[src/rtl/pipe_ctrl_if.sv]
// Debug-request, hazard and pipeline-control signals shared between the
// pipeline controller (slave) and the core/debug logic that drives it (master).
interface pipe_ctrl_if;
  logic        run_req;
  logic        halt_req;
  logic        step_req;
  logic        clear_fault;
  logic        id_loadUseHazard;
  logic        ex_shouldJumpOrBranch;
  logic        wb_haltInstr;
  logic        mem_busy;
  logic        cpu_en;
  logic        id_shouldStall;
  logic        ex_bubble;
  logic        if_flush;
  logic        id_flush;
  logic [1:0]  state;
  logic        fault;
  logic [31:0] cycle_count;

  modport slave (
    input  run_req, halt_req, step_req, clear_fault,
           id_loadUseHazard, ex_shouldJumpOrBranch, wb_haltInstr, mem_busy,
    output cpu_en, id_shouldStall, ex_bubble, if_flush, id_flush,
           state, fault, cycle_count
  );

  modport master (
    output run_req, halt_req, step_req, clear_fault,
           id_loadUseHazard, ex_shouldJumpOrBranch, wb_haltInstr, mem_busy,
    input  cpu_en, id_shouldStall, ex_bubble, if_flush, id_flush,
           state, fault, cycle_count
  );
endinterface

[src/rtl/pipe_ctrl.sv]
// Pipeline run/halt/step controller: gates the global enable, qualifies hazard
// stall/flush strobes, and faults when memory stays busy too long.
module pipe_ctrl #(
  parameter int unsigned WAIT_TIMEOUT = 255
) (
  input  logic         clk,
  input  logic         rst,
  pipe_ctrl_if.slave   bus
);
  typedef enum logic [1:0] {
    HALTED = 2'b00,
    RUN    = 2'b01,
    STEP   = 2'b10,
    FAULT  = 2'b11
  } state_e;

  localparam logic [7:0] WAIT_LAST = 8'(WAIT_TIMEOUT - 1);

  state_e      state_q, state_d;
  logic [7:0]  wait_cnt_q, wait_cnt_d;
  logic [31:0] cycle_count_q;
  logic        active, cpu_en, timeout;

  assign active  = (state_q == RUN) || (state_q == STEP);
  assign cpu_en  = active && !bus.mem_busy;
  // Last tolerated busy cycle: the edge closing it lands in FAULT.
  assign timeout = active && bus.mem_busy && (wait_cnt_q == WAIT_LAST);

  always_comb begin
    state_d = state_q;
    case (state_q)
      HALTED: begin
        if (bus.halt_req)      state_d = HALTED;
        else if (bus.step_req) state_d = STEP;
        else if (bus.run_req)  state_d = RUN;
      end
      RUN: begin
        if (timeout)                                        state_d = FAULT;
        else if (bus.halt_req || (bus.wb_haltInstr && cpu_en)) state_d = HALTED;
      end
      STEP: begin
        if (timeout)                      state_d = FAULT;
        else if (bus.halt_req || cpu_en)  state_d = HALTED;
      end
      FAULT: begin
        if (bus.clear_fault) state_d = HALTED;
      end
      default: state_d = HALTED;
    endcase

    wait_cnt_d = 8'd0;
    if ((state_d == state_q) && active && bus.mem_busy)
      wait_cnt_d = wait_cnt_q + 8'd1;
  end

  always_ff @(posedge clk or negedge rst) begin
    if (!rst) begin
      state_q       <= HALTED;
      wait_cnt_q    <= 8'd0;
      cycle_count_q <= 32'd0;
    end else begin
      state_q    <= state_d;
      wait_cnt_q <= wait_cnt_d;
      if (cpu_en) cycle_count_q <= cycle_count_q + 32'd1;
    end
  end

  assign bus.cpu_en         = cpu_en;
  assign bus.id_shouldStall = bus.id_loadUseHazard && cpu_en;
  assign bus.ex_bubble      = bus.id_loadUseHazard && cpu_en;
  assign bus.if_flush       = bus.ex_shouldJumpOrBranch && cpu_en;
  assign bus.id_flush       = bus.ex_shouldJumpOrBranch && cpu_en;
  assign bus.state          = state_q;
  assign bus.fault          = (state_q == FAULT);
  assign bus.cycle_count    = cycle_count_q;
endmodule

[src/flat_wrapper.sv]
// flat-port wrapper written by rule: the top's interface ports become plain ports
module pipe_ctrl_flat 
#(
  parameter int unsigned WAIT_TIMEOUT = 255
)
  (clk, rst, bus_run_req, bus_halt_req, bus_step_req, bus_clear_fault, bus_id_loadUseHazard, bus_ex_shouldJumpOrBranch, bus_wb_haltInstr, bus_mem_busy, bus_cpu_en, bus_id_shouldStall, bus_ex_bubble, bus_if_flush, bus_id_flush, bus_state, bus_fault, bus_cycle_count);
  pipe_ctrl_if bus_i ();
  input  logic clk;
  input  logic rst;
  input wire logic [$bits(bus_i.run_req)-1:0] bus_run_req;
  input wire logic [$bits(bus_i.halt_req)-1:0] bus_halt_req;
  input wire logic [$bits(bus_i.step_req)-1:0] bus_step_req;
  input wire logic [$bits(bus_i.clear_fault)-1:0] bus_clear_fault;
  input wire logic [$bits(bus_i.id_loadUseHazard)-1:0] bus_id_loadUseHazard;
  input wire logic [$bits(bus_i.ex_shouldJumpOrBranch)-1:0] bus_ex_shouldJumpOrBranch;
  input wire logic [$bits(bus_i.wb_haltInstr)-1:0] bus_wb_haltInstr;
  input wire logic [$bits(bus_i.mem_busy)-1:0] bus_mem_busy;
  output wire logic [$bits(bus_i.cpu_en)-1:0] bus_cpu_en;
  output wire logic [$bits(bus_i.id_shouldStall)-1:0] bus_id_shouldStall;
  output wire logic [$bits(bus_i.ex_bubble)-1:0] bus_ex_bubble;
  output wire logic [$bits(bus_i.if_flush)-1:0] bus_if_flush;
  output wire logic [$bits(bus_i.id_flush)-1:0] bus_id_flush;
  output wire logic [$bits(bus_i.state)-1:0] bus_state;
  output wire logic [$bits(bus_i.fault)-1:0] bus_fault;
  output wire logic [$bits(bus_i.cycle_count)-1:0] bus_cycle_count;
  assign bus_i.run_req = bus_run_req;
  assign bus_i.halt_req = bus_halt_req;
  assign bus_i.step_req = bus_step_req;
  assign bus_i.clear_fault = bus_clear_fault;
  assign bus_i.id_loadUseHazard = bus_id_loadUseHazard;
  assign bus_i.ex_shouldJumpOrBranch = bus_ex_shouldJumpOrBranch;
  assign bus_i.wb_haltInstr = bus_wb_haltInstr;
  assign bus_i.mem_busy = bus_mem_busy;
  assign bus_cpu_en = bus_i.cpu_en;
  assign bus_id_shouldStall = bus_i.id_shouldStall;
  assign bus_ex_bubble = bus_i.ex_bubble;
  assign bus_if_flush = bus_i.if_flush;
  assign bus_id_flush = bus_i.id_flush;
  assign bus_state = bus_i.state;
  assign bus_fault = bus_i.fault;
  assign bus_cycle_count = bus_i.cycle_count;
  pipe_ctrl #(.WAIT_TIMEOUT(WAIT_TIMEOUT)) u_core (.clk(clk), .rst(rst), .bus(bus_i));
endmodule
[config.mk]
export PLATFORM = sky130hd
export DESIGN_NAME = pipe_ctrl_flat
export DESIGN_NICKNAME = d
export VERILOG_FILES = /design/src/rtl/pipe_ctrl_if.sv /design/src/rtl/pipe_ctrl.sv /design/src/flat_wrapper.sv
export SDC_FILE = /design/constraint.sdc
export NUM_CORES = 1
export LEC_CHECK = 0
export CAP_MARGIN = 40
export CORE_ASPECT_RATIO = 1.25
export CORE_MARGIN = 2
export CORE_UTILIZATION = 40
export DETAILED_ROUTE_END_ITERATION = 12
export PLACE_DENSITY = 0.66
export SETUP_SLACK_MARGIN = 0.3
export SYNTH_ARGS = -nofsm -noshare
export SYNTH_HDL_FRONTEND = slang
export SYNTH_SLANG_ARGS = --single-unit
[constraint.sdc]
create_clock -name clk -period 3.3 [get_ports clk]
set_input_delay 0.495 -clock clk [delete_from_list [all_inputs] [get_ports clk]]
set_output_delay 0.495 -clock clk [all_outputs]
set_load 0.01 [all_outputs]
# Yosys cells after proc, flatten, opt, wreduce, memory -nomap -nowiden
# Cells that the tools add are included.
# classes
n_reduce_logical	13
mux	10
eq_ne	5
n_addsub	2
# ops
cell	n
$add 32x1->32 const B	1
$mux 2	8
$add 8x1->8 const B	1
$eq 8x8->1 const B	1
$logic_and 1x1->1	8
$mux 8	1
$pmux 2 s4	1
$eq 2x2->1 const B	2
$logic_or 1x1->1	3
$eq 2x1->1 const B	1
$eq 2x2->1	1
$logic_not 2->1	1
$logic_not 1->1	1
# totals
inputBits	10
word_cells	33
reg_bits	42
output_inout_bits	40

# Longest topological paths before layout
# Gate-level depths: netlist of run 1.
# depth
word_depth	12
depth_mapped	7
depth_no_buf	6

# Worst setup path after synthesis of run 1
# No wires, ideal clock.
# synth_timing
kind	reg2reg
from	register u_core.state_q[1], in the netlist u_core.bus.state[1]
to	register u_core.wait_cnt_q[2]
t_arrival_ps	2069
setup_slack_ps	1074
synth_period_minus_slack_ps	2226
stages_incl_launch_ff	8
setup_ps	157
path_cell_list	dfrtp_1 inv_1 ha_1 nor2b_1 buf_2 o221ai_1 nor4_2 nor4_1
# synth_between
elab_chain_len	12
elab_cells_between_ends	24
classes_between	eq/ne (4); mux (10); reduce/logical (10)
# synth_lines
element	line	rtl
start, declared	pipe_ctrl.sv:19	state_e state_q, state_d;
start signal, assigned	pipe_ctrl.sv:62	state_q <= state_d;
$eq 2x1->1 / $eq 2x2->1 (equally long branches)	pipe_ctrl.sv:24	assign active = (state_q == RUN) || (state_q == STEP);
$logic_or 1x1->1 *	pipe_ctrl.sv:24	
$logic_and 1x1->1 *	pipe_ctrl.sv:25	assign cpu_en = active && !bus.mem_busy;
net bus_cpu_en	flat_wrapper.sv:18	output wire logic [$bits(bus_i.cpu_en)-1:0] bus_cpu_en;
$logic_and 1x1->1	pipe_ctrl.sv:39	else if (bus.halt_req || (bus.wb_haltInstr && cpu_en)) state_d = HALTED;
$logic_or 1x1->1	pipe_ctrl.sv:39	
$mux 2	pipe_ctrl.sv:39	
$mux 2	pipe_ctrl.sv:38	if (timeout) state_d = FAULT;
$pmux 2 s4 *	pipe_ctrl.sv:31	case (state_q)
$eq 2x2->1 *	pipe_ctrl.sv:52	if ((state_d == state_q) && active && bus.mem_busy)
$logic_and 1x1->1 * (2 in series)	pipe_ctrl.sv:52	
$mux 8 *	pipe_ctrl.sv:52	
net u_core.wait_cnt_d[2]	pipe_ctrl.sv:20	logic [7:0] wait_cnt_q, wait_cnt_d;
end signal, assigned	pipe_ctrl.sv:63	wait_cnt_q <= wait_cnt_d;
end, declared	pipe_ctrl.sv:20	
# Mark *: on every way through the listed nets, which the timed path passes. The rest lies on a longest branch.
# A chain may end at the register's enable or synchronous reset.

# Worst setup path in the final report of run 1
# layout_timing
from	register u_core.state_q[1], in the netlist u_core.bus.state[1]
to	output port bus_if_flush
# layout_between
elab_chain_len	4
elab_cells_between_ends	5
classes_between	eq/ne (2); reduce/logical (3)
# layout_lines
element	line	rtl
$eq 2x1->1 / $eq 2x2->1 (equally long branches)	pipe_ctrl.sv:24	
$logic_or 1x1->1 *	pipe_ctrl.sv:24	
$logic_and 1x1->1 *	pipe_ctrl.sv:25	
$logic_and 1x1->1 *	pipe_ctrl.sv:71	assign bus.if_flush = bus.ex_shouldJumpOrBranch && cpu_en;
end, declared	flat_wrapper.sv:21	output wire logic [$bits(bus_i.if_flush)-1:0] bus_if_flush;
# Every way passes the cells marked *; elsewhere a longest branch is shown, timed or not.

==> results.yml, run 1 <==
clock_network:
  clockRootBuffer: "clkbuf_8"
  cts_made_buffers: 5
  clk_path_buf_depth: 2
  cts_sinks: 42
  cts_hold_buf: 0
  htree_levels: 2
  cts_tree: "yes"
  clock_latency_ps: 290
  clk_pin_slew_ps: 80
timing:
  max_freq_mhz: 357
  slew_viol_final: 0
  finalSetupTns_ps: 0
  finClkSkew_ps: 6.15
  worst_pin_slew_ps: 869
  final.min_clock_period_ps: 2800
  layout_worst_path_cycle_share_pct: 84.8
  rsz0062_at_grt: "false"
  hold_viol_final: 0
  relSlewSlack_pct: 41.6
  finalSetupViolCount: 0
place:
  place_congestion: 0.838
  port_buffers: 49
  place_area_mm2: 0.00279
  dp_hpwl_um: 3460
floorplanning:
  die_height_um: 87.4
  core.rowCount: 30
  coreArea_mm2: 0.00541
  initial_core_util_pct: 41.2
  die_w_um: 70.7
  io_pins: 50
  dieArea_mm2: 0.00618
drt:
  drt-total-wl_um: 4590
  vias: 1759
  first_pass_iters: 4
  first_iter_violations: 55
  wire_per_inst_um: 14.2
  routed_via_density: 5.45
  drtAntennaViolNets: 0
  route.detailed.drc: 0
logic_synthesis:
  synthesis.area_mm2: 0.00222
  synth_area_leaders: "dfrtp_1 47%, xnor2_1 7.5%, xor2_1 7.1%"
  synth.net_count: 221
  yosysWarnings: 0
  synthDominantCellAreaShare_pct: 47.2
  synth_cell_types: 38
  ys_seq_elements: 42
  synth_top_area_cell: "dfrtp_1"
  seq_area_frac_synth_pct: 47.2
  syn_inst: 204
  avgSynthCellArea_um2: 10.9
global_routing:
  grt_pass1_vias: 1700
  grt_use_total_pct: 15.9
  overflow: 0
  grt_max_degree: 31
  grt_pass1_wl_um: 7900
  antenna_found_initial: 0
status:
  status: "completed"
power_and_ir_drop:
  power.leakage_uw: 0.00128
  vdd_drop_max_mv: 0.304
  finalPower_uw: 1280
  cellPowerDensity_mw_per_mm2: 437
worst_setup_path:
  cp.arrival_ps: 2300
  worstSetupEndpointType: "output pin"
  slowest_stage: "dfrtp_1"
  cp_max_fo: 10
  critPathKind: "flop to output pin"
  startpoint_type: "flop"
  required_ps: 2800
  cp_slowest_stage_delay_ps: 540
  worstPathCellList: "inv_1, ha_1, nor2b_4, and2_1, clkdlybuf4s50_1"
layout:
  diodes: 0
  areaGrowthSynthToFinish_pct: 32.1
  nNetsFinal: 275
  final_area_mm2: 0.00294
  drive_gt1_share_pct: 9.65
min_path:
  hold_path.class: "input pin to async pin"
run:
  max_cap_violations: 0
cell type report:
class	instances	area, µm²
fill	503	2470
inverter	9	33.8
sequential	42	1050
clock buffer	5	68.8
tap	64	80.1
multi-input combinational	147	1110
timing repair buffer	53	528
clock inverter	3	68.8
cells in the mapped netlist:
| master | number |
|---|---|
| and3_1 | 3 |
| buf_6 | 1 |
| dfrtp_1 | 42 |
| o2111a_1 | 1 |
| nand4_4 | 1 |
| a211oi_1 | 2 |
| a21boi_0 | 1 |
| buf_4 | 2 |
| ha_1 | 7 |
| nor2b_1 | 1 |
| a21oi_1 | 4 |
| mux2_2 | 1 |
| nand4_1 | 10 |
| and4_1 | 5 |
| nor4_4 | 2 |
| nor4_2 | 5 |
| xor2_1 | 18 |
| clkbuf_1 | 1 |
| nand2b_1 | 5 |
| or2_2 | 2 |
| o311a_1 | 1 |
| xnor2_1 | 19 |
| buf_2 | 2 |
| o31ai_1 | 1 |
| nand2_1 | 13 |
| and2_1 | 3 |
| nor2_1 | 7 |
| and3b_1 | 1 |
| nor3_1 | 6 |
| or3_1 | 1 |
| nand3_1 | 12 |
| o22ai_1 | 1 |
| nor4_1 | 9 |
| o21a_1 | 1 |
| o221ai_1 | 2 |
| nand4b_1 | 1 |
| o2111ai_1 | 1 |
| inv_1 | 9 |
power by group:
part	internal, µW	switching [µW]	leakage (µW)	total, µW
clock	303	182	0.0000683	486
combinational	111	96.3	0.000647	207
sequential	545	46.0	0.000567	591
logic make-up after synthesis:
group | after synthesis | share of synthesized area (%)
AOI/OAI and AO/OA | 15 | 5.01
buffers and inverters | 15 | 3.32
xor gates and xnor gates | 37 | 14.6
muxes | 1 | 0.506
adders and majority gates | 7 | 3.94
DFF | 42 | 47.2
and+or+nand+nor | 87 | 25.4
path summary, 6_finish.rpt:
kind | start | endpoint | slack, ps | cells after the start
setup / recovery | u_core.bus.state[1] | bus_if_flush | 500 | 5
hold / removal | rst | u_core.bus.cycle_count[19] | 80 | 1
setup reg to reg | u_core.bus.state[1] | u_core.wait_cnt_q[4] | 840 | 6
hold reg to reg | u_core.bus.cycle_count[31] | u_core.bus.cycle_count[31] | 470 | 1
max in group asynchronous | rst | u_core.bus.cycle_count[8] | 2770 | 2
min in group clk | u_core.bus.cycle_count[31] | u_core.bus.cycle_count[31] | 470 | 1
flip-flops by register name, indices dropped and copies added, names as in the netlist:
register	flops
u_core.bus.state	2
u_core.bus.cycle_count	32
u_core.wait_cnt_q	8
stage by stage:
step                util (%)  hold WS [ps]  setup WS (ps)  std cells
floorplan                  -           199           1070        204
global placement        51.3           458            649        314
detailed placement      51.7           403            580        315
CTS                     54.3          74.9            399        323
global route            54.4          85.4            391        323
finish                  54.4          76.1            502        323
metal layers:
metal | vias to the layer above | routed length [µm] | global-route usage, %
met1 | 869 | 1920 | 18.4
met3 | 11 | 239 | 3.59
li1 | 836 | - | -
met5 | - | 0 | 0
met4 | 0 | 95 | 6.35
met2 | 43 | 2330 | 28.2
what timing repair did:
action	in CTS	in global routing
pin swaps	0	0
buffers inserted	0	0
resized for setup	1	1
endpoints found under the setup margin	4	4
worst max-delay path: cells and delay by family (launching register included):
family	cells	cell delay (ps)
fa+ha+maj	1	370
buf+inv	2	670
flops	1	540
simple gates	2	420
placed cells by master (no fill, tap or decap), drive strengths merged:
master | Yosys | routed
nand2 | 13 | 13
a21boi | 1 | 1
nor3 | 6 | 6
and3 | 3 | 3
nor4 | 16 | 16
nand2b | 5 | 5
clkbuf | 1 | 5
or3 | 1 | 1
nor2b | 1 | 1
o31ai | 1 | 1
o22ai | 1 | 1
nand4b | 1 | 1
a211oi | 2 | 2
dfrtp | 42 | 42
nand3 | 12 | 12
mux2 | 1 | 1
xnor2 | 19 | 19
o221ai | 2 | 2
o2111ai | 1 | 1
clkdlybuf4s50 | 0 | 48
clkinv | 0 | 1
ha | 7 | 7
buf | 5 | 5
a21oi | 4 | 4
o311a | 1 | 1
nor2 | 7 | 7
xor2 | 18 | 18
o21a | 1 | 1
and3b | 1 | 1
and2 | 3 | 3
or2 | 2 | 2
inv | 9 | 9
bufinv | 0 | 2
o2111a | 1 | 1
and4 | 5 | 5
nand4 | 11 | 11
(Power assumes the default switching activity.)
==> run 2, diff against run 1 <==
clock period = 2.65 ns   (was 3.3 ns; I/O delays follow)
==> run 2 against run 1 <==
Effect of this change:
- global-route usage about the same
- sequential share of layout area decreased by 0.27 points
- hold slack worse by 64 ps
- cell area increased by 0.89%
- critical endpoint is now bus_cpu_en
- largest cell class unchanged
- highest routed layer unchanged
==> results.yml, run 2 (same netlist as run 1, synthesis figures left out) <==
status:
  status: "completed"
run:
  max_cap_violations: 0
clock_network:
  cts_tree: "yes"
  clk_path_buf_depth: 2
  clk_pin_slew_ps: 80
  cts_made_buffers: 5
  cts_hold_buf: 0
  cts_sinks: 42
  clock_latency_ps: 300
  clockRootBuffer: "clkbuf_8"
  htree_levels: 2
min_path:
  hold_path.class: "input pin to async pin"
place:
  place_congestion: 0.767
  pre_cts_ws_ps: 262
  dp_hpwl_um: 3410
  place_inst: 320
  port_buffers: 49
  place_area_mm2: 0.00283
drt:
  routed_via_density: 5.25
  met3WireLength_um: 227
  top_layer: "met4"
  drtAntennaViolNets: 0
  drt-total-wl_um: 4590
  wl_met2_um: 2240
  wire_per_inst_um: 14.0
  vias: 1728
  met1_length_um: 2060
  first_pass_iters: 4
  route.detailed.drc: 0
  first_iter_violations: 72
layout:
  multi_input_area_mm2: 0.00112
  register_area_mm2: 0.00105
  drive_gt1_share_pct: 12.5
  largest_reg_flops: 32
  diodes: 0
  nNetsFinal: 281
  areaGrowthSynthToFinish_pct: 33.2
  mostFrequentLayoutCell: "clkdlybuf4s50_1"
  final_area_mm2: 0.00296
  final_cell_mix: "44 x clkdlybuf4s50_1, 41 x dfrtp_1, 19 x xnor2_1"
  fin_cells: 329
  fillerInstances: 515
worst_setup_path:
  critPathKind: "flop to output pin"
  cp.arrival_ps: 1770
  required_ps: 2250
  startpoint_type: "flop"
  worstSetupEndpointType: "output pin"
  cp_max_fo: 5
power_and_ir_drop:
  cellPowerDensity_mw_per_mm2: 487
  power.leakage_uw: 0.00136
  vdd_drop_max_mv: 0.323
timing:
  slew_viol_final: 0
  finalSetupTns_ps: 0
  layout_worst_path_cycle_share_pct: 81.9
  final.min_clock_period_ps: 2170
  layout_setup_ws_ps: 480
  max_freq_mhz: 461
  finalSetupViolCount: 0
  worst_pin_slew_ps: 463
  relSlewSlack_pct: 69.1
  hold_viol_final: 0
  rsz0062_at_grt: "false"
  finClkSkew_ps: 7.18
global_routing:
  grt_pass1_wl_um: 7720
  antenna_found_initial: 0
  grt_pass1_vias: 1656
  grt_max_degree: 28
  overflow: 0
  grt_use_total_pct: 15.8
floorplanning:
  die_w_um: 70.7
  coreArea_mm2: 0.00541
  core.rowCount: 30
  io_pins: 50
  die_height_um: 87.4
  dieArea_mm2: 0.00618
  initial_core_util_pct: 41.2
run 2: cell count changes in the layout (fill, tap and decap cells not counted), moves of 2 or more:
| cell | delta |
|---|---|
| buf_4 | +6 |
| bufinv_16 | -2 |
| clkdlybuf4s50_1 | -4 |
| dlymetal6s2s_1 | +4 |
run 2: metal layers:
layer | up-vias | global-route usage (%)
met1 | 837 | 20.1
met4 | 0 | 5.15
met2 | 39 | 26.3
met5 | - | 0
li1 | 847 | -
met3 | 5 | 4.17
run 2: worst paths after layout:
kind / slack (ps) / endpoint / cells after the start / start
max: 480 / bus_cpu_en / 4 / u_core.bus.state[1]
max in group asynchronous: 2140 / u_core.bus.state[0] / 2 / rst
max reg2reg: 660 / u_core.bus.cycle_count[20] / 6 / u_core.bus.state[1]
min reg2reg: 470 / u_core.bus.cycle_count[31] / 1 / u_core.bus.cycle_count[31]
min in group clk: 470 / u_core.bus.cycle_count[31] / 1 / u_core.bus.cycle_count[31]
min: 10 / u_core.bus.cycle_count[14] / 1 / rst
run 2: layout make-up:
type | instances | area share (%)
Clock buffer | 6 | 2.79
Clock inverter | 2 | 0.422
Inverter | 9 | 1.14
Multi-Input combinational cell | 147 | 37.8
Sequential cell | 42 | 35.5
Tap cell | 64 | 2.70
Timing Repair Buffer | 59 | 19.7
run 2: critical path, stage by stage, from the launching register on:
cell and delay, ps:
dfrtp_1 350, inv_1 100, ha_4 300, nor2b_4 170, clkdlybuf4s50_1 550
run 2: what timing repair did:
| action | in CTS | in global routing |
|---|---|---|
| buffers inserted | 1 | 0 |
| resized for setup | 4 | 4 |
| endpoints found under the setup margin | 5 | 4 |
run 2: metrics by stage:
stage | utilization [%] | power, µW | hold WS, ps
6_report | 54.8 | 1440 | 12.3
5_1_grt | 54.8 | 1520 | 29.9
4_1_cts | 54.7 | 1460 | 21.1
3_5_place_dp | 52.4 | 1010 | 344
3_3_place_gp | 52.0 | 1000 | 459
2_1_floorplan | - | 858 | 102
run 2: power by group:
| group | leakage (µW) | switching, µW | total [µW] | internal (µW) |
|---|---|---|---|---|
| Combinational | 0.000750 | 126 | 275 | 148 |
| Clock | 0.0000472 | 230 | 439 | 210 |
| Sequential | 0.000566 | 51.5 | 730 | 679 |
| Total | 0.00136 | 408 | 1440 | 1040 |
